File: src/rtl/mem_pkg.sv
// Shared definitions for the program/data memory: default program image,
// CPU opcode values and the init sequencer state type.
package mem_pkg;

    localparam logic [7:0] OP_LD   = 8'h10;
    localparam logic [7:0] OP_ADD  = 8'h11;
    localparam logic [7:0] OP_SUB  = 8'h12;
    localparam logic [7:0] OP_AND  = 8'h13;
    localparam logic [7:0] OP_OR   = 8'h14;
    localparam logic [7:0] OP_STO  = 8'h15;
    localparam logic [7:0] OP_HALT = 8'h16;

    localparam logic [7:0] DEFAULT_PROG [16] = '{
        8'h10, 8'h05, 8'h11, 8'h06, 8'h12, 8'h07, 8'h13, 8'h08,
        8'h14, 8'h09, 8'h11, 8'h06, 8'h12, 8'h07, 8'h13, 8'h08
    };

    typedef enum logic {
        INIT = 1'b0,
        RUN  = 1'b1
    } state_t;

    // Program image beyond the 16-word table reads as zero.
    function automatic logic [7:0] default_word(input logic [31:0] idx);
        logic [7:0] w;
        w = 8'h00;
        if (idx < 32'd16) begin
            w = DEFAULT_PROG[idx[3:0]];
        end
        return w;
    endfunction

endpackage

File: src/rtl/mem_init_seq.sv
// Reset-driven init walker: writes one word per cycle from address 0 up to
// DEPTH-1, then hands the memory over to the core.
module mem_init_seq
    import mem_pkg::*;
#(
    parameter int DATA_W    = 8,
    parameter int ADDR_W    = 4,
    parameter int INIT_MODE = 1
) (
    input  logic              clk,
    input  logic              rst,
    output logic              busy,
    output logic              init_we,
    output logic [ADDR_W-1:0] init_addr,
    output logic [DATA_W-1:0] init_data,
    output state_t            state
);

    localparam int DEPTH = 1 << ADDR_W;
    localparam logic [ADDR_W:0] LAST = (ADDR_W + 1)'(DEPTH - 1);

    // One extra bit so the pointer can sit at DEPTH once the walk is done.
    logic [ADDR_W:0] init_ptr;

    always_ff @(posedge clk) begin
        if (rst) begin
            state    <= INIT;
            init_ptr <= '0;
            busy     <= 1'b1;
        end else begin
            case (state)
                INIT: begin
                    init_ptr <= init_ptr + 1'b1;
                    if (init_ptr == LAST) begin
                        state <= RUN;
                        busy  <= 1'b0;
                    end
                end
                RUN: begin
                    busy <= 1'b0;
                end
                default: begin
                    state <= INIT;
                end
            endcase
        end
    end

    assign init_we   = (state == INIT) && !rst;
    assign init_addr = init_ptr[ADDR_W-1:0];
    assign init_data = (INIT_MODE == 0) ? '0 : DATA_W'(default_word(32'(init_ptr)));

endmodule

File: src/rtl/prog_data_mem.sv
// Program/data memory with a fetch read port, a data read/write port,
// registered reads with write-first bypass, and an init walk after reset.
module prog_data_mem
    import mem_pkg::*;
#(
    parameter int DATA_W    = 8,
    parameter int ADDR_W    = 4,
    parameter int INIT_MODE = 1
) (
    input  logic              clk,
    input  logic              rst,
    input  logic              if_en,
    input  logic [ADDR_W-1:0] if_addr,
    output logic [DATA_W-1:0] if_data,
    output logic              if_valid,
    input  logic              rd_en,
    input  logic [ADDR_W-1:0] rd_addr,
    output logic [DATA_W-1:0] rd_data,
    output logic              rd_valid,
    input  logic              wr_en,
    input  logic [ADDR_W-1:0] wr_addr,
    input  logic [DATA_W-1:0] wr_data,
    output logic              busy,
    output logic              req_drop
);

    localparam int DEPTH = 1 << ADDR_W;

    logic [DATA_W-1:0] mem [DEPTH];

    logic              init_we;
    logic [ADDR_W-1:0] init_addr;
    logic [DATA_W-1:0] init_data;
    state_t            seq_state;
    logic              run;

    mem_init_seq #(
        .DATA_W    (DATA_W),
        .ADDR_W    (ADDR_W),
        .INIT_MODE (INIT_MODE)
    ) u_init_seq (
        .clk       (clk),
        .rst       (rst),
        .busy      (busy),
        .init_we   (init_we),
        .init_addr (init_addr),
        .init_data (init_data),
        .state     (seq_state)
    );

    assign run = (seq_state == RUN);

    always_ff @(posedge clk) begin
        if (init_we) begin
            mem[init_addr] <= init_data;
        end else if (run && wr_en) begin
            mem[wr_addr] <= wr_data;
        end
    end

    // Request/valid: a request (if_en, rd_en, wr_en) is accepted on an edge
    // where busy is low. An accepted read raises its valid for exactly the
    // following cycle with the data; a request seen while busy is dropped and
    // reported by a one-cycle req_drop. There is no backpressure.
    always_ff @(posedge clk) begin
        if (rst) begin
            if_data  <= '0;
            if_valid <= 1'b0;
            rd_data  <= '0;
            rd_valid <= 1'b0;
            req_drop <= 1'b0;
        end else begin
            req_drop <= !run && (if_en || rd_en || wr_en);
            if_valid <= run && if_en;
            rd_valid <= run && rd_en;
            if (run && if_en) begin
                if_data <= (wr_en && (wr_addr == if_addr)) ? wr_data : mem[if_addr];
            end
            if (run && rd_en) begin
                rd_data <= (wr_en && (wr_addr == rd_addr)) ? wr_data : mem[rd_addr];
            end
        end
    end

endmodule

File: config.mk
export PLATFORM = sky130hd
export DESIGN_NAME = prog_data_mem
export DESIGN_NICKNAME = d
export VERILOG_FILES = /design/src/rtl/mem_pkg.sv /design/src/rtl/mem_init_seq.sv /design/src/rtl/prog_data_mem.sv
export SDC_FILE = /design/constraint.sdc
export NUM_CORES = 1
export LEC_CHECK = 0
export ABC_AREA = 1
export BUFFER_PORTS_ARGS = -buffer_cell sky130_fd_sc_hd__clkbuf_2
export CAP_MARGIN = 20
export CELL_PAD_IN_SITES_DETAIL_PLACEMENT = 0
export CELL_PAD_IN_SITES_GLOBAL_PLACEMENT = 1
export CORE_ASPECT_RATIO = 1.75
export CORE_UTILIZATION = 50
export DETAILED_ROUTE_END_ITERATION = 10
export PLACE_DENSITY = 0.83
export SYNTH_ARGS = -nofsm -noshare
export SYNTH_HDL_FRONTEND = slang
export SYNTH_HIERARCHICAL = 1
export SYNTH_SLANG_ARGS = --single-unit
File: constraint.sdc
create_clock -name clk -period 3.3 [get_ports clk]
set_input_delay 0.825 -clock clk [delete_from_list [all_inputs] [get_ports clk]]
set_output_delay 0.825 -clock clk [all_outputs]
set_load 0.05 [all_outputs]
==> flow_summary.html, run 1 <==
<table>
<tr><th>Metric</th><th>Value</th></tr>
<tr><th colspan="2">Floorplan</th></tr>
<tr><td>Area enclosed by the die boundary</td><td>approximately 17,000 sq um</td></tr>
<tr><td>Number of rows created at floorplan</td><td>62</td></tr>
<tr><td>Boundary pin count</td><td>45</td></tr>
<tr><td>Horizontal die dimension</td><td>99.4 um</td></tr>
<tr><td>CORE AREA</td><td>roughly 16,000 sq um</td></tr>
<tr><td>Initial standard-cell utilization of the core</td><td>approximately 51%</td></tr>
<tr><td>Die Height</td><td>172 um</td></tr>
<tr><th colspan="2">Timing</th></tr>
<tr><td>Final worst clock skew</td><td>between 10 and 15 ps</td></tr>
<tr><td>Slew at the pin closest to its max-slew limit</td><td>just under 700 ps</td></tr>
<tr><td>Worst-case setup margin in the final layout</td><td>567 ps</td></tr>
<tr><td>Min Tclk post-route</td><td>approximately 2700 ps</td></tr>
<tr><td>Final hold violation count</td><td>0</td></tr>
<tr><td>Post-route fraction of the period consumed by the critical path</td><td>82.8%</td></tr>
<tr><td>Setup repair after global routing missed its margin</td><td>false</td></tr>
<tr><td>Count of final setup violators</td><td>0</td></tr>
<tr><td>Hold slack</td><td>~450 ps</td></tr>
<tr><td>Highest achievable clock rate</td><td>about 370 MHz</td></tr>
<tr><td>Total count of max-transition violations in the final report</td><td>0</td></tr>
<tr><td>Worst rel slew slack</td><td>a little over half</td></tr>
<tr><td>Setup TNS after final layout</td><td>0 ps</td></tr>
<tr><th colspan="2">Clock tree</th></tr>
<tr><td>CTS resizes</td><td>0</td></tr>
<tr><td>Cell at the root of the clock tree</td><td>clkbuf_16</td></tr>
<tr><td>Post-CTS Setup Repair Bufs</td><td>0</td></tr>
<tr><td>Clock H-tree levels</td><td>4</td></tr>
<tr><td>Clock tree from TritonCTS</td><td>done</td></tr>
<tr><td>Number of CTS-inserted buffers</td><td>17</td></tr>
<tr><td>Total number of clock tree sinks</td><td>154</td></tr>
<tr><td>Post-cts hold buffer count</td><td>0</td></tr>
<tr><td>Clock transition at the registers of the reported paths</td><td>~70 ps</td></tr>
<tr><td>Insertion delay to the later sink of the worst-skew pair</td><td>450 ps</td></tr>
<tr><td>Max Root-Sink Buffers</td><td>2</td></tr>
<tr><th colspan="2">Synth</th></tr>
<tr><td>Most area-consuming cells after synthesis</td><td>edfxtp_1 46%, nand2_1 12%, nand3_1 11%</td></tr>
<tr><td>Mux share of post-synthesis cell area</td><td>0%</td></tr>
<tr><td>Simple-Gate Fraction of Synth Area</td><td>between 20 and 30%</td></tr>
<tr><td>Post-synthesis share of cell area spent on full adders, half adders and majority gates</td><td>0.754%</td></tr>
<tr><td>Top cell type by total area after synthesis</td><td>edfxtp_1</td></tr>
<tr><td>Register area share after synthesis</td><td>between 50 and 60%</td></tr>
<tr><td>Post-synthesis instance area</td><td>between 8000 and 9000 sq um</td></tr>
<tr><td>Synthesized-area fraction occupied by xor and xnor cells</td><td>0.196%</td></tr>
<tr><td>Total number of yosys warnings</td><td>6</td></tr>
<tr><td>Flops &amp; latches, synth</td><td>154</td></tr>
<tr><td>Complex-gate fraction of the synthesized area</td><td>under 10%</td></tr>
<tr><td>Post-synthesis instance total</td><td>approximately 1,000</td></tr>
<tr><td>Top cell type's share of synthesized area</td><td>46.3%</td></tr>
<tr><td>Synth cell types</td><td>33</td></tr>
<tr><td>Average size of a mapped cell</td><td>8.17 sq um</td></tr>
<tr><td>Largest family of logic cells by synthesized area</td><td>simple AND/OR/NAND/NOR gates</td></tr>
<tr><th colspan="2">Placement</th></tr>
<tr><td>Detailed-placement wirelength estimate</td><td>approximately 20,000 um</td></tr>
<tr><td>Pre-CTS setup slack</td><td>about 250 ps</td></tr>
<tr><td>Placer Congestion</td><td>just over 0.9</td></tr>
<tr><td>Port bufs</td><td>between 40 and 50</td></tr>
<tr><th colspan="2">Drt</th></tr>
<tr><td>Number of antenna-violating nets in the routed design</td><td>0</td></tr>
<tr><td>Avg WL per Cell</td><td>22.5 um</td></tr>
<tr><td>Via count normalized by instance count</td><td>5.80</td></tr>
<tr><td>Initial detailed-routing violation count</td><td>around 690</td></tr>
<tr><td>DRC errors left</td><td>0</td></tr>
<tr><td>Detailed-routing iteration count for the pre-antenna-repair pass</td><td>7</td></tr>
<tr><td>Number of vias in the routed layout</td><td>between 7,000 and 8,000</td></tr>
<tr><td>Routed WL</td><td>approximately 28,000 um</td></tr>
<tr><th colspan="2">Power and ir drop</th></tr>
<tr><td>Internal</td><td>roughly 3.5 mW</td></tr>
<tr><td>Switching power as a share of total power</td><td>26.9%</td></tr>
<tr><td>Part of the power in combinational logic</td><td>11.5%</td></tr>
<tr><td>Overall power consumption</td><td>4.81 mW</td></tr>
<tr><td>Worst voltage drop across the vdd grid</td><td>0.393 mV</td></tr>
<tr><td>Proportion of power drawn by the clock network</td><td>~44%</td></tr>
<tr><td>Switching power</td><td>1.29 mW</td></tr>
<tr><td>Share of power burned in registers</td><td>roughly 45%</td></tr>
<tr><td>Leakage power total</td><td>slightly above 4 nW</td></tr>
<tr><td>Power density over the cells</td><td>roughly 520 nW/um^2</td></tr>
<tr><th colspan="2">Setup path</th></tr>
<tr><td>Worst endpoint required time</td><td>roughly 3400 ps</td></tr>
<tr><td>Critical Path Source Type</td><td>flip-flop</td></tr>
<tr><td>Critical path endpoint category</td><td>flip-flop</td></tr>
<tr><td>Critical Path Fanout Max</td><td>17</td></tr>
<tr><td>Class of the most critical setup path</td><td>flip-flop to flip-flop</td></tr>
<tr><td>Slack of the worst reg-to-reg path</td><td>around 570 ps</td></tr>
<tr><td>Data arrival time of the critical path</td><td>2800 ps</td></tr>
<tr><th colspan="2">Global routing</th></tr>
<tr><td>Aggregate global-route resource usage</td><td>about a third</td></tr>
<tr><td>Vias in the first global route</td><td>7,091</td></tr>
<tr><td>Number of antenna violations at the first check in global routing</td><td>0</td></tr>
<tr><td>Residual overflow from global routing</td><td>0</td></tr>
<tr><td>Largest net degree at the start of global routing</td><td>94</td></tr>
<tr><td>Global-route wire length before repair</td><td>between 40,000 and 50,000 um</td></tr>
<tr><th colspan="2">Cells and area</th></tr>
<tr><td>Share of final-layout standard cells stronger than drive strength 1</td><td>11.4%</td></tr>
<tr><td>Most common library cell in the layout ignoring fill and taps</td><td>nand2_1</td></tr>
<tr><td>Antenna cells</td><td>0</td></tr>
<tr><td>Post-synthesis to final-layout area growth</td><td>12.1%</td></tr>
<tr><td>Number of nets in the layout</td><td>1,074</td></tr>
<tr><td>Fillers</td><td>1,528</td></tr>
<tr><td>Most frequent cells in the layout</td><td>256 x nand2_1, 190 x nand3_1, 138 x inv_1, 128 x edfxtp_1, 65 x nor2_1</td></tr>
<tr><th colspan="2">Worst hold path</th></tr>
<tr><td>Path type of the worst min-delay path</td><td>flip-flop to flip-flop</td></tr>
<tr><th colspan="2">Status</th></tr>
<tr><td>Run status</td><td>completed</td></tr>
<tr><th colspan="2">Job</th></tr>
<tr><td>Max-capacitance violation count</td><td>0</td></tr>
</table>
## metal layers
layer,share of wire [%],vias to the layer above,track usage [%]
met5,0,-,0
met3,6.0,113,5.42
met4,9.9,0,31.5
met1,33,3339,34.1
met2,52,380,61.2
li1,-,3415,-
## cell type report
| class | count | area (sq um) | share of cell area [%] |
|---|---|---|---|
| Sequential cell | 154 | 4360 | 46.9 |
| Multi-Input combinational cell | 656 | 3070 | 33.1 |
| Inverter | 146 | 556 | 5.97 |
| Clock buffer | 17 | 425 | 4.57 |
| Tap cell | 192 | 240 | 2.58 |
| Timing Repair Buffer | 69 | 433 | 4.65 |
| Clock inverter | 15 | 209 | 2.25 |
## per-stage QoR
step	instance area, sq um	util (%)	instances
2_1_floorplan	8300	-	1017
3_3_place_gp	8670	53.2	1217
3_5_place_dp	8670	53.2	1217
4_1_cts	9300	57.1	1249
5_1_grt	9300	57.1	1249
6_report	9300	57.1	1249
## registers in the layout (all words and copies together) (netlist names)
register             flops
mem                    128
if_data                  8
rd_data                  8
u_init_seq/init_ptr      5
if_valid                 1
rd_valid                 1
req_drop                 1
u_init_seq/busy          1
u_init_seq/state         1
## synthesized netlist by cell type
cell	instances
nand2_1	256
nand3_1	190
inv_1	138
edfxtp_1	128
nor2_1	65
o21ai_0	44
a21oi_1	32
clkbuf_1	26
dfxtp_1	26
o211ai_1	26
buf_2	18
buf_4	13
nand4_1	11
o21ai_1	7
inv_2	6
ha_1	5
buf_1	3
nor2_2	3
a21oi_2	2
nor2_4	2
nor3_1	2
a211oi_1	1
a21oi_4	1
a31oi_1	1
buf_6	1
clkinv_4	1
conb_1	1
inv_4	1
nand3_2	1
nand3_4	1
nor3_4	1
o22ai_1	1
xnor2_2	1
## power by group through the flow
stage	clock network [mW]	registers (mW)	logic, mW
after floorplan	0	2.21	0.335
after global placement	0	2.21	0.537
after detailed placement	0	2.21	0.540
after CTS	2.11	2.17	0.541
after global routing	2.18	2.17	0.591
final	2.09	2.17	0.552
## critical path: stages, from the launching register on
cell     delay (ps)
dfxtp_1         550
nor2_1           90
inv_1            80
nand3_1         340
o21ai_0         500
nand3_1         230
nor2_1          570
## worst paths after layout
| kind | depth (start not counted) | to | start |
|---|---|---|---|
| max reg2reg | 6 | mem[15][2] | u_init_seq/state |
| min | 2 | u_init_seq/busy | u_init_seq/busy |
| max | 6 | mem[15][2] | u_init_seq/state |
| min reg2reg | 2 | u_init_seq/busy | u_init_seq/busy |
## kinds of logic after synthesis
kind of cell / Yosys count
AOI/OAI and AO/OA: 115
xor gates and xnor gates: 1
adders and majority gates: 5
buffers and inverters: 207
DFF: 154
other: 1
and+or+nand+nor: 532
Power figures use the tool's default switching activity.
==> inputs of run 2 (changes only) <==
- CORE_UTILIZATION: 50 -> 42
- PLACE_DENSITY: 0.83 -> 0.74
- clock period: 3.3 -> 2.3 ns (I/O delays scaled with it)
==> flow_summary.html, run 2 (synthesis gave the netlist of run 1 again) <==
<table>
<tr><th>Metric</th><th>Value</th></tr>
<tr><th colspan="2">Placement</th></tr>
<tr><td>Placer Congestion</td><td>0.937 (was 0.935)</td></tr>
<tr><td>Standard cell area after detailed placement</td><td>9050 sq um (was 8670 sq um)</td></tr>
<tr><td>Port bufs</td><td>44 (unchanged)</td></tr>
<tr><td>Detailed-placement wirelength estimate</td><td>20,800 um (was 19,700 um)</td></tr>
<tr><td>Placed Instances</td><td>1,301 (was 1,217)</td></tr>
<tr><th colspan="2">Timing</th></tr>
<tr><td>Highest achievable clock rate</td><td>478 MHz (was 366 MHz)</td></tr>
<tr><td>Setup repair after global routing missed its margin</td><td>false (unchanged)</td></tr>
<tr><td>Min Tclk post-route</td><td>2090 ps (was 2730 ps)</td></tr>
<tr><td>Final hold violation count</td><td>0 (unchanged)</td></tr>
<tr><td>Post-route fraction of the period consumed by the critical path</td><td>90.9% (was 82.8%)</td></tr>
<tr><td>Count of final setup violators</td><td>0 (unchanged)</td></tr>
<tr><td>Setup TNS after final layout</td><td>0 ps (unchanged)</td></tr>
<tr><td>Hold slack</td><td>435 ps (was 451 ps)</td></tr>
<tr><td>Total count of max-transition violations in the final report</td><td>0 (unchanged)</td></tr>
<tr><td>Final worst clock skew</td><td>9.94 ps (was 12.0 ps)</td></tr>
<tr><th colspan="2">Job</th></tr>
<tr><td>Max-capacitance violation count</td><td>0 (unchanged)</td></tr>
<tr><th colspan="2">Drt</th></tr>
<tr><td>Avg WL per Cell</td><td>21.6 um (was 22.5 um)</td></tr>
<tr><td>Initial detailed-routing violation count</td><td>530 (was 689)</td></tr>
<tr><td>WL met2</td><td>15,300 um (was 14,500 um)</td></tr>
<tr><td>Max layer used</td><td>met4 (unchanged)</td></tr>
<tr><td>Number of vias in the routed layout</td><td>7,314 (was 7,247)</td></tr>
<tr><td>Sum of met3 wire segment lengths after detailed routing</td><td>1340 um (was 1680 um)</td></tr>
<tr><td>Via count normalized by instance count</td><td>5.49 (was 5.80)</td></tr>
<tr><td>Detailed-routing iteration count for the pre-antenna-repair pass</td><td>6 (was 7)</td></tr>
<tr><td>Number of antenna-violating nets in the routed design</td><td>0 (unchanged)</td></tr>
<tr><td>Routed WL</td><td>28,800 um (was 28,100 um)</td></tr>
<tr><td>Met1 Routed Length</td><td>9850 um (was 9150 um)</td></tr>
<tr><td>DRC errors left</td><td>0 (unchanged)</td></tr>
<tr><th colspan="2">Setup path</th></tr>
<tr><td>Critical Path Max Stage Delay</td><td>450 ps (was 570 ps)</td></tr>
<tr><td>Critical Path Fanout Max</td><td>11 (was 17)</td></tr>
<tr><td>Data arrival time of the critical path</td><td>2240 ps (was 2800 ps)</td></tr>
<tr><td>Sequence of cells on the critical path</td><td>nor2_1 &gt; inv_1 &gt; nand3_1 &gt; o21ai_0 &gt; nand3_1 &gt; nor2_1 &gt; buf_4 (was nor2_1 &gt; inv_1 &gt; nand3_1 &gt; o21ai_0 &gt; nand3_1 &gt; nor2_1)</td></tr>
<tr><td>Top delay family on crit path</td><td>simple AND/OR/NAND/NOR gates (unchanged)</td></tr>
<tr><td>Max stage delay cell, worst path</td><td>o21ai_0 (was nor2_1)</td></tr>
<tr><td>Class of the most critical setup path</td><td>flip-flop to flip-flop (unchanged)</td></tr>
<tr><td>Critical path endpoint category</td><td>flip-flop (unchanged)</td></tr>
<tr><td>Critical Path Source Type</td><td>flip-flop (unchanged)</td></tr>
<tr><td>Worst endpoint required time</td><td>2450 ps (was 3370 ps)</td></tr>
<tr><td>Buf/Inv on CP</td><td>2 (was 1)</td></tr>
<tr><th colspan="2">Cells and area</th></tr>
<tr><td>Top register by number of flip-flops</td><td>mem (unchanged)</td></tr>
<tr><td>Most frequent cells in the layout</td><td>256 x nand2_1, 190 x nand3_1, 138 x inv_1, 128 x edfxtp_1, 65 x nor2_1 (unchanged)</td></tr>
<tr><td>Number of nets in the layout</td><td>1,109 (was 1,074)</td></tr>
<tr><td>Fin cells</td><td>1,333 (was 1,249)</td></tr>
<tr><td>Largest registers ranked by flip-flop count</td><td>mem: 128 flops, if_data: 8 flops, rd_data: 8 flops (unchanged)</td></tr>
<tr><td>Post-synthesis to final-layout area growth</td><td>16.4% (was 12.1%)</td></tr>
<tr><td>Fillers</td><td>1,882 (was 1,528)</td></tr>
<tr><td>Share of final-layout standard cells stronger than drive strength 1</td><td>14.2% (was 11.4%)</td></tr>
<tr><td>Combined area of the multi-input logic cells</td><td>3070 sq um (unchanged)</td></tr>
<tr><td>Antenna cells</td><td>0 (unchanged)</td></tr>
<tr><td>Area of all placed cells without fillers</td><td>9650 sq um (was 9300 sq um)</td></tr>
<tr><td>Most common library cell in the layout ignoring fill and taps</td><td>nand2_1 (unchanged)</td></tr>
<tr><td>Footprint of the flip-flops and latches</td><td>4360 sq um (unchanged)</td></tr>
<tr><td>Max reg flops</td><td>128 (unchanged)</td></tr>
<tr><th colspan="2">Clock tree</th></tr>
<tr><td>Clock H-tree levels</td><td>4 (unchanged)</td></tr>
<tr><td>Post-CTS Setup Repair Bufs</td><td>0 (unchanged)</td></tr>
<tr><td>Clock transition at the registers of the reported paths</td><td>70 ps (about the same)</td></tr>
<tr><td>Clock tree from TritonCTS</td><td>done (unchanged)</td></tr>
<tr><td>Cell at the root of the clock tree</td><td>clkbuf_16 (unchanged)</td></tr>
<tr><td>Number of CTS-inserted buffers</td><td>17 (unchanged)</td></tr>
<tr><td>Max Root-Sink Buffers</td><td>2 (unchanged)</td></tr>
<tr><td>Total number of clock tree sinks</td><td>154 (unchanged)</td></tr>
<tr><td>CTS resizes</td><td>0 (unchanged)</td></tr>
<tr><td>Insertion delay to the later sink of the worst-skew pair</td><td>440 ps (was 450 ps)</td></tr>
<tr><td>Post-cts hold buffer count</td><td>0 (unchanged)</td></tr>
<tr><th colspan="2">Floorplan</th></tr>
<tr><td>Die Height</td><td>188 um (was 172 um)</td></tr>
<tr><td>Initial standard-cell utilization of the core</td><td>43.0% (was 50.9%)</td></tr>
<tr><td>Number of rows created at floorplan</td><td>67 (was 62)</td></tr>
<tr><td>CORE AREA</td><td>19,300 sq um (was 16,300 sq um)</td></tr>
<tr><td>Boundary pin count</td><td>45 (unchanged)</td></tr>
<tr><td>Horizontal die dimension</td><td>108 um (was 99.4 um)</td></tr>
<tr><td>Area enclosed by the die boundary</td><td>20,300 sq um (was 17,100 sq um)</td></tr>
<tr><th colspan="2">Global routing</th></tr>
<tr><td>Number of antenna violations at the first check in global routing</td><td>0 (unchanged)</td></tr>
<tr><td>Aggregate global-route resource usage</td><td>29.8% (was 34.4%)</td></tr>
<tr><td>Largest net degree at the start of global routing</td><td>54 (was 94)</td></tr>
<tr><td>Vias in the first global route</td><td>7,266 (was 7,091)</td></tr>
<tr><td>Residual overflow from global routing</td><td>0 (unchanged)</td></tr>
<tr><td>Global-route wire length before repair</td><td>42,800 um (was 41,200 um)</td></tr>
<tr><th colspan="2">Power and ir drop</th></tr>
<tr><td>Power density over the cells</td><td>701 nW/um^2 (was 517 nW/um^2)</td></tr>
<tr><td>Leakage power total</td><td>4.31 nW (was 4.12 nW)</td></tr>
<tr><td>Worst voltage drop across the vdd grid</td><td>0.523 mV (was 0.393 mV)</td></tr>
<tr><th colspan="2">Worst hold path</th></tr>
<tr><td>Path type of the worst min-delay path</td><td>primary input to flip-flop (was flip-flop to flip-flop)</td></tr>
<tr><th colspan="2">Status</th></tr>
<tr><td>Run status</td><td>completed (unchanged)</td></tr>
</table>
==> run 2: cell count changes in the layout (fill, tap and decap cells not counted) <==
cell,change
inv_6,-3
inv_8,+5
o21ai_0,-3
bufinv_16,-3
buf_12,+5
clkinv_8,+2
clkinvlp_4,-1
buf_4,+30
o21ai_1,+3
==> run 2: worst reg2reg max path: stages (launching register included) <==
cell,delay (ps)
dfxtp_1,370
nor2_1,60
inv_1,60
nand3_1,240
o21ai_0,450
nand3_1,210
nor2_1,220
buf_4,200
==> run 2: layout make-up <==
cell class / count / area share (%)
clock buffers: 17 / 4.41
well taps: 241 / 3.12
inverters: 146 / 5.76
repair buffers: 104 / 7.85
multi-input cells: 656 / 31.8
flip-flops and latches: 154 / 45.2
clock inverters: 15 / 1.80
==> run 2: report_power, final <==
part | internal, mW | switching, mW | total [mW]
Sequential | 3.09 | 0.0275 | 3.11
Combinational | 0.254 | 0.586 | 0.839
Clock | 1.47 | 1.35 | 2.81
Total | 4.81 | 1.96 | 6.77
==> run 2: path summary, 6_finish.rpt <==
kind,to,cells after the start,slack (ps),from
hold reg to reg,u_init_seq/busy,2,450,u_init_seq/busy
hold / removal,req_drop,3,440,if_en
setup reg to reg,mem[6][2],7,210,u_init_seq/state
setup / recovery,mem[6][2],7,210,u_init_seq/state
==> run 2: through the flow <==
stage	total power [mW]	setup WS, ps	utilization [%]
floorplan	3.65	103	-
global placement	4.00	-30.6	47.0
detailed placement	4.00	-48.9	47.0
CTS	6.77	236	50.1
global route	6.97	75.1	50.1
finish	6.77	210	50.1
==> run 2: per-layer routing <==
metal / vias up / global-route usage [%]
met5: - / 0
met3: 95 / 3.75
met2: 287 / 53.5
li1: 3487 / -
met1: 3445 / 30.4
met4: 0 / 22.8
==> inputs of run 3 (changes only) <==
- CORE_UTILIZATION: 42 -> 50
- PLACE_DENSITY: 0.74 -> 0.83
- clock period: 2.3 -> 2.5 ns (I/O delays scaled with it)
==> flow_summary.html, run 3 (synthesis gave the netlist of run 1 again) <==
<table>
<tr><th>Metric</th><th>Value</th></tr>
<tr><th colspan="2">Global routing</th></tr>
<tr><td>Vias in the first global route</td><td>7,089 (was 7,266)</td></tr>
<tr><td>Residual overflow from global routing</td><td>0 (unchanged)</td></tr>
<tr><td>Number of antenna violations at the first check in global routing</td><td>0 (unchanged)</td></tr>
<tr><td>Global-route wire length before repair</td><td>41,100 um (was 42,800 um)</td></tr>
<tr><td>Aggregate global-route resource usage</td><td>34.0% (was 29.8%)</td></tr>
<tr><td>Largest net degree at the start of global routing</td><td>89 (was 54)</td></tr>
<tr><th colspan="2">Placement</th></tr>
<tr><td>Port bufs</td><td>44 (unchanged)</td></tr>
<tr><td>Pre-CTS setup slack</td><td>52.6 ps (was -48.9 ps)</td></tr>
<tr><td>Detailed-placement wirelength estimate</td><td>19,400 um (was 20,800 um)</td></tr>
<tr><td>Placer Congestion</td><td>0.922 (was 0.937)</td></tr>
<tr><th colspan="2">Setup path</th></tr>
<tr><td>Reg-to-reg startpoint</td><td>u_init_seq/state (unchanged)</td></tr>
<tr><td>Slack of the worst reg-to-reg path</td><td>360 ps (was 210 ps)</td></tr>
<tr><td>Class of the most critical setup path</td><td>flip-flop to flip-flop (unchanged)</td></tr>
<tr><td>Max stage delay cell, worst path</td><td>o21ai_0 (unchanged)</td></tr>
<tr><td>Data arrival time of the critical path</td><td>2280 ps (was 2240 ps)</td></tr>
<tr><td>Critical Path Fanout Max</td><td>15 (was 11)</td></tr>
<tr><td>Critical Path Source Type</td><td>flip-flop (unchanged)</td></tr>
<tr><td>Critical path endpoint category</td><td>flip-flop (unchanged)</td></tr>
<tr><td>Sequence of cells on the critical path</td><td>nor2_1 &gt; inv_1 &gt; nand3_1 &gt; o21ai_0 &gt; nand3_1 &gt; nor2_1 &gt; buf_4 (unchanged)</td></tr>
<tr><td>Top delay family on crit path</td><td>simple AND/OR/NAND/NOR gates (unchanged)</td></tr>
<tr><td>FF-to-FF End</td><td>mem[1][0] (was mem[6][2])</td></tr>
<tr><td>Worst Reg2Reg Path Length in Cells</td><td>7 (unchanged)</td></tr>
<tr><td>Worst endpoint required time</td><td>2640 ps (was 2450 ps)</td></tr>
<tr><td>Critical Path Max Stage Delay</td><td>470 ps (was 450 ps)</td></tr>
<tr><td>Buf/Inv on CP</td><td>2 (unchanged)</td></tr>
<tr><th colspan="2">Power and ir drop</th></tr>
<tr><td>Overall power consumption</td><td>6.17 mW (was 6.77 mW)</td></tr>
<tr><td>Switching power as a share of total power</td><td>28.5% (was 28.9%)</td></tr>
<tr><td>Part of the power in combinational logic</td><td>11.9% (was 12.4%)</td></tr>
<tr><td>Internal</td><td>4.41 mW (was 4.81 mW)</td></tr>
<tr><td>Leakage power total</td><td>4.23 nW (was 4.31 nW)</td></tr>
<tr><td>Switching power</td><td>1.76 mW (was 1.96 mW)</td></tr>
<tr><td>Share of power burned in registers</td><td>46.5% (was 46.0%)</td></tr>
<tr><td>Power density over the cells</td><td>650 nW/um^2 (was 701 nW/um^2)</td></tr>
<tr><td>Proportion of power drawn by the clock network</td><td>41.6% (about the same)</td></tr>
<tr><td>Worst voltage drop across the vdd grid</td><td>0.847 mV (was 0.523 mV)</td></tr>
<tr><th colspan="2">Cells and area</th></tr>
<tr><td>Antenna cells</td><td>0 (unchanged)</td></tr>
<tr><td>Number of nets in the layout</td><td>1,094 (was 1,109)</td></tr>
<tr><td>Largest registers ranked by flip-flop count</td><td>mem: 128 flops, if_data: 8 flops, rd_data: 8 flops (unchanged)</td></tr>
<tr><td>Share of final-layout standard cells stronger than drive strength 1</td><td>13.1% (was 14.2%)</td></tr>
<tr><td>Max reg flops</td><td>128 (unchanged)</td></tr>
<tr><td>Most frequent cells in the layout</td><td>256 x nand2_1, 190 x nand3_1, 138 x inv_1, 128 x edfxtp_1, 65 x nor2_1 (unchanged)</td></tr>
<tr><td>Most common library cell in the layout ignoring fill and taps</td><td>nand2_1 (unchanged)</td></tr>
<tr><td>Post-synthesis to final-layout area growth</td><td>14.3% (was 16.4%)</td></tr>
<tr><td>Top register by number of flip-flops</td><td>mem (unchanged)</td></tr>
<tr><td>Util after Layout</td><td>58.2% (was 50.1%)</td></tr>
<tr><th colspan="2">Floorplan</th></tr>
<tr><td>Horizontal die dimension</td><td>99.4 um (was 108 um)</td></tr>
<tr><td>Number of rows created at floorplan</td><td>62 (was 67)</td></tr>
<tr><td>Boundary pin count</td><td>45 (unchanged)</td></tr>
<tr><td>CORE AREA</td><td>16,300 sq um (was 19,300 sq um)</td></tr>
<tr><td>Die Height</td><td>172 um (was 188 um)</td></tr>
<tr><td>Initial standard-cell utilization of the core</td><td>50.9% (was 43.0%)</td></tr>
<tr><td>Area enclosed by the die boundary</td><td>17,100 sq um (was 20,300 sq um)</td></tr>
<tr><th colspan="2">Drt</th></tr>
<tr><td>Initial detailed-routing violation count</td><td>536 (was 530)</td></tr>
<tr><td>Avg WL per Cell</td><td>21.7 um (was 21.6 um)</td></tr>
<tr><td>Routed WL</td><td>27,500 um (was 28,800 um)</td></tr>
<tr><td>DRC errors left</td><td>1 (was 0)</td></tr>
<tr><td>Via count normalized by instance count</td><td>5.76 (was 5.49)</td></tr>
<tr><td>Number of antenna-violating nets in the routed design</td><td>0 (unchanged)</td></tr>
<tr><td>Number of vias in the routed layout</td><td>7,314 (unchanged)</td></tr>
<tr><td>Detailed-routing iteration count for the pre-antenna-repair pass</td><td>8 (was 6)</td></tr>
<tr><th colspan="2">Timing</th></tr>
<tr><td>Setup TNS after final layout</td><td>0 ps (unchanged)</td></tr>
<tr><td>Final hold violation count</td><td>0 (unchanged)</td></tr>
<tr><td>Min Tclk post-route</td><td>2140 ps (was 2090 ps)</td></tr>
<tr><td>Final worst clock skew</td><td>12.3 ps (was 9.94 ps)</td></tr>
<tr><td>Post-route fraction of the period consumed by the critical path</td><td>85.7% (was 90.9%)</td></tr>
<tr><td>Setup repair after global routing missed its margin</td><td>false (unchanged)</td></tr>
<tr><td>Total count of max-transition violations in the final report</td><td>0 (unchanged)</td></tr>
<tr><td>Highest achievable clock rate</td><td>467 MHz (was 478 MHz)</td></tr>
<tr><td>Worst-case setup margin in the final layout</td><td>357 ps (was 210 ps)</td></tr>
<tr><td>Count of final setup violators</td><td>0 (unchanged)</td></tr>
<tr><th colspan="2">Worst hold path</th></tr>
<tr><td>Path type of the worst min-delay path</td><td>flip-flop to flip-flop (was primary input to flip-flop)</td></tr>
<tr><td>Worst-case hold path end point</td><td>u_init_seq/busy (was req_drop)</td></tr>
<tr><td>Cells on Worst Hold Path</td><td>2 (was 3)</td></tr>
<tr><td>Hold Crit Start</td><td>u_init_seq/busy (was if_en)</td></tr>
<tr><th colspan="2">Status</th></tr>
<tr><td>Violated checks</td><td>DRC</td></tr>
<tr><td>Run status</td><td>complete, but fails checks (was completed)</td></tr>
<tr><th colspan="2">Clock tree</th></tr>
<tr><td>Number of CTS-inserted buffers</td><td>17 (unchanged)</td></tr>
<tr><td>Cell at the root of the clock tree</td><td>clkbuf_16 (unchanged)</td></tr>
<tr><td>Post-CTS Setup Repair Bufs</td><td>0 (unchanged)</td></tr>
<tr><td>Max Root-Sink Buffers</td><td>2 (unchanged)</td></tr>
<tr><td>Total number of clock tree sinks</td><td>154 (unchanged)</td></tr>
<tr><td>Clock tree from TritonCTS</td><td>done (unchanged)</td></tr>
<tr><td>Clock H-tree levels</td><td>4 (unchanged)</td></tr>
<tr><td>Post-cts hold buffer count</td><td>0 (unchanged)</td></tr>
<tr><td>CTS resizes</td><td>0 (unchanged)</td></tr>
<tr><td>Insertion delay to the later sink of the worst-skew pair</td><td>430 ps (was 440 ps)</td></tr>
<tr><td>Clock transition at the registers of the reported paths</td><td>70 ps (about the same)</td></tr>
<tr><th colspan="2">Job</th></tr>
<tr><td>Max-capacitance violation count</td><td>0 (unchanged)</td></tr>
</table>
==> run 3: cell count changes in the layout (fill, tap and decap cells not counted), sizes merged <==
cell  previous run  this run
buf             62        47
==> run 3: metrics by stage <==
stage          area [sq um]  hold slack (ps)  std cells
2_1_floorplan          8300              537       1017
3_3_place_gp           8880              432       1237
3_5_place_dp           8880              441       1237
4_1_cts                9480              451       1269
5_1_grt                9480              468       1269
6_report               9480              449       1269
==> run 3: worst max-delay path by stage <==
stage	to	slack [ps]	cells after the start	startpoint
final	mem[1][0]	360	7	u_init_seq/state
after global routing	mem[0][0]	160	7	u_init_seq/state
after CTS	mem[1][6]	390	7	u_init_seq/state
after detailed placement	mem[1][1]	50	8	rst
after global placement	mem[1][1]	120	8	rst
after floorplan	mem[0][0]	250	6	rst
==> run 3: final cells by class <==
| class | instances | area [sq um] |
|---|---|---|
| clock inverter | 15 | 174 |
| sequential | 154 | 4360 |
| multi-input combinational | 656 | 3070 |
| fill | 1513 | 6810 |
| clock buffer | 17 | 425 |
| inverter | 146 | 556 |
| timing repair buffer | 89 | 646 |
| tap | 192 | 240 |
==> run 3: power groups by stage <==
stage / combinational [mW] / clock (mW) / sequential [mW]
6_report: 0.735 / 2.56 / 2.87
5_1_grt: 0.792 / 2.67 / 2.87
4_1_cts: 0.724 / 2.58 / 2.87
3_5_place_dp: 0.722 / 0 / 2.93
3_3_place_gp: 0.718 / 0 / 2.93
2_1_floorplan: 0.443 / 0 / 2.91
==> run 3: layer usage <==
layer	routed length, um	vias up	GRT usage, %
li1	-	3456	-
met1	9430	3446	36.4
met2	14400	309	60.4
met3	1340	103	3.88
met4	2340	0	27.2
met5	0	-	0
==> run 3: worst min-delay path: stages, from the launching register on <==
cell     delay [ps]
dfxtp_1         310
nand2_1          60
nand2_1          40
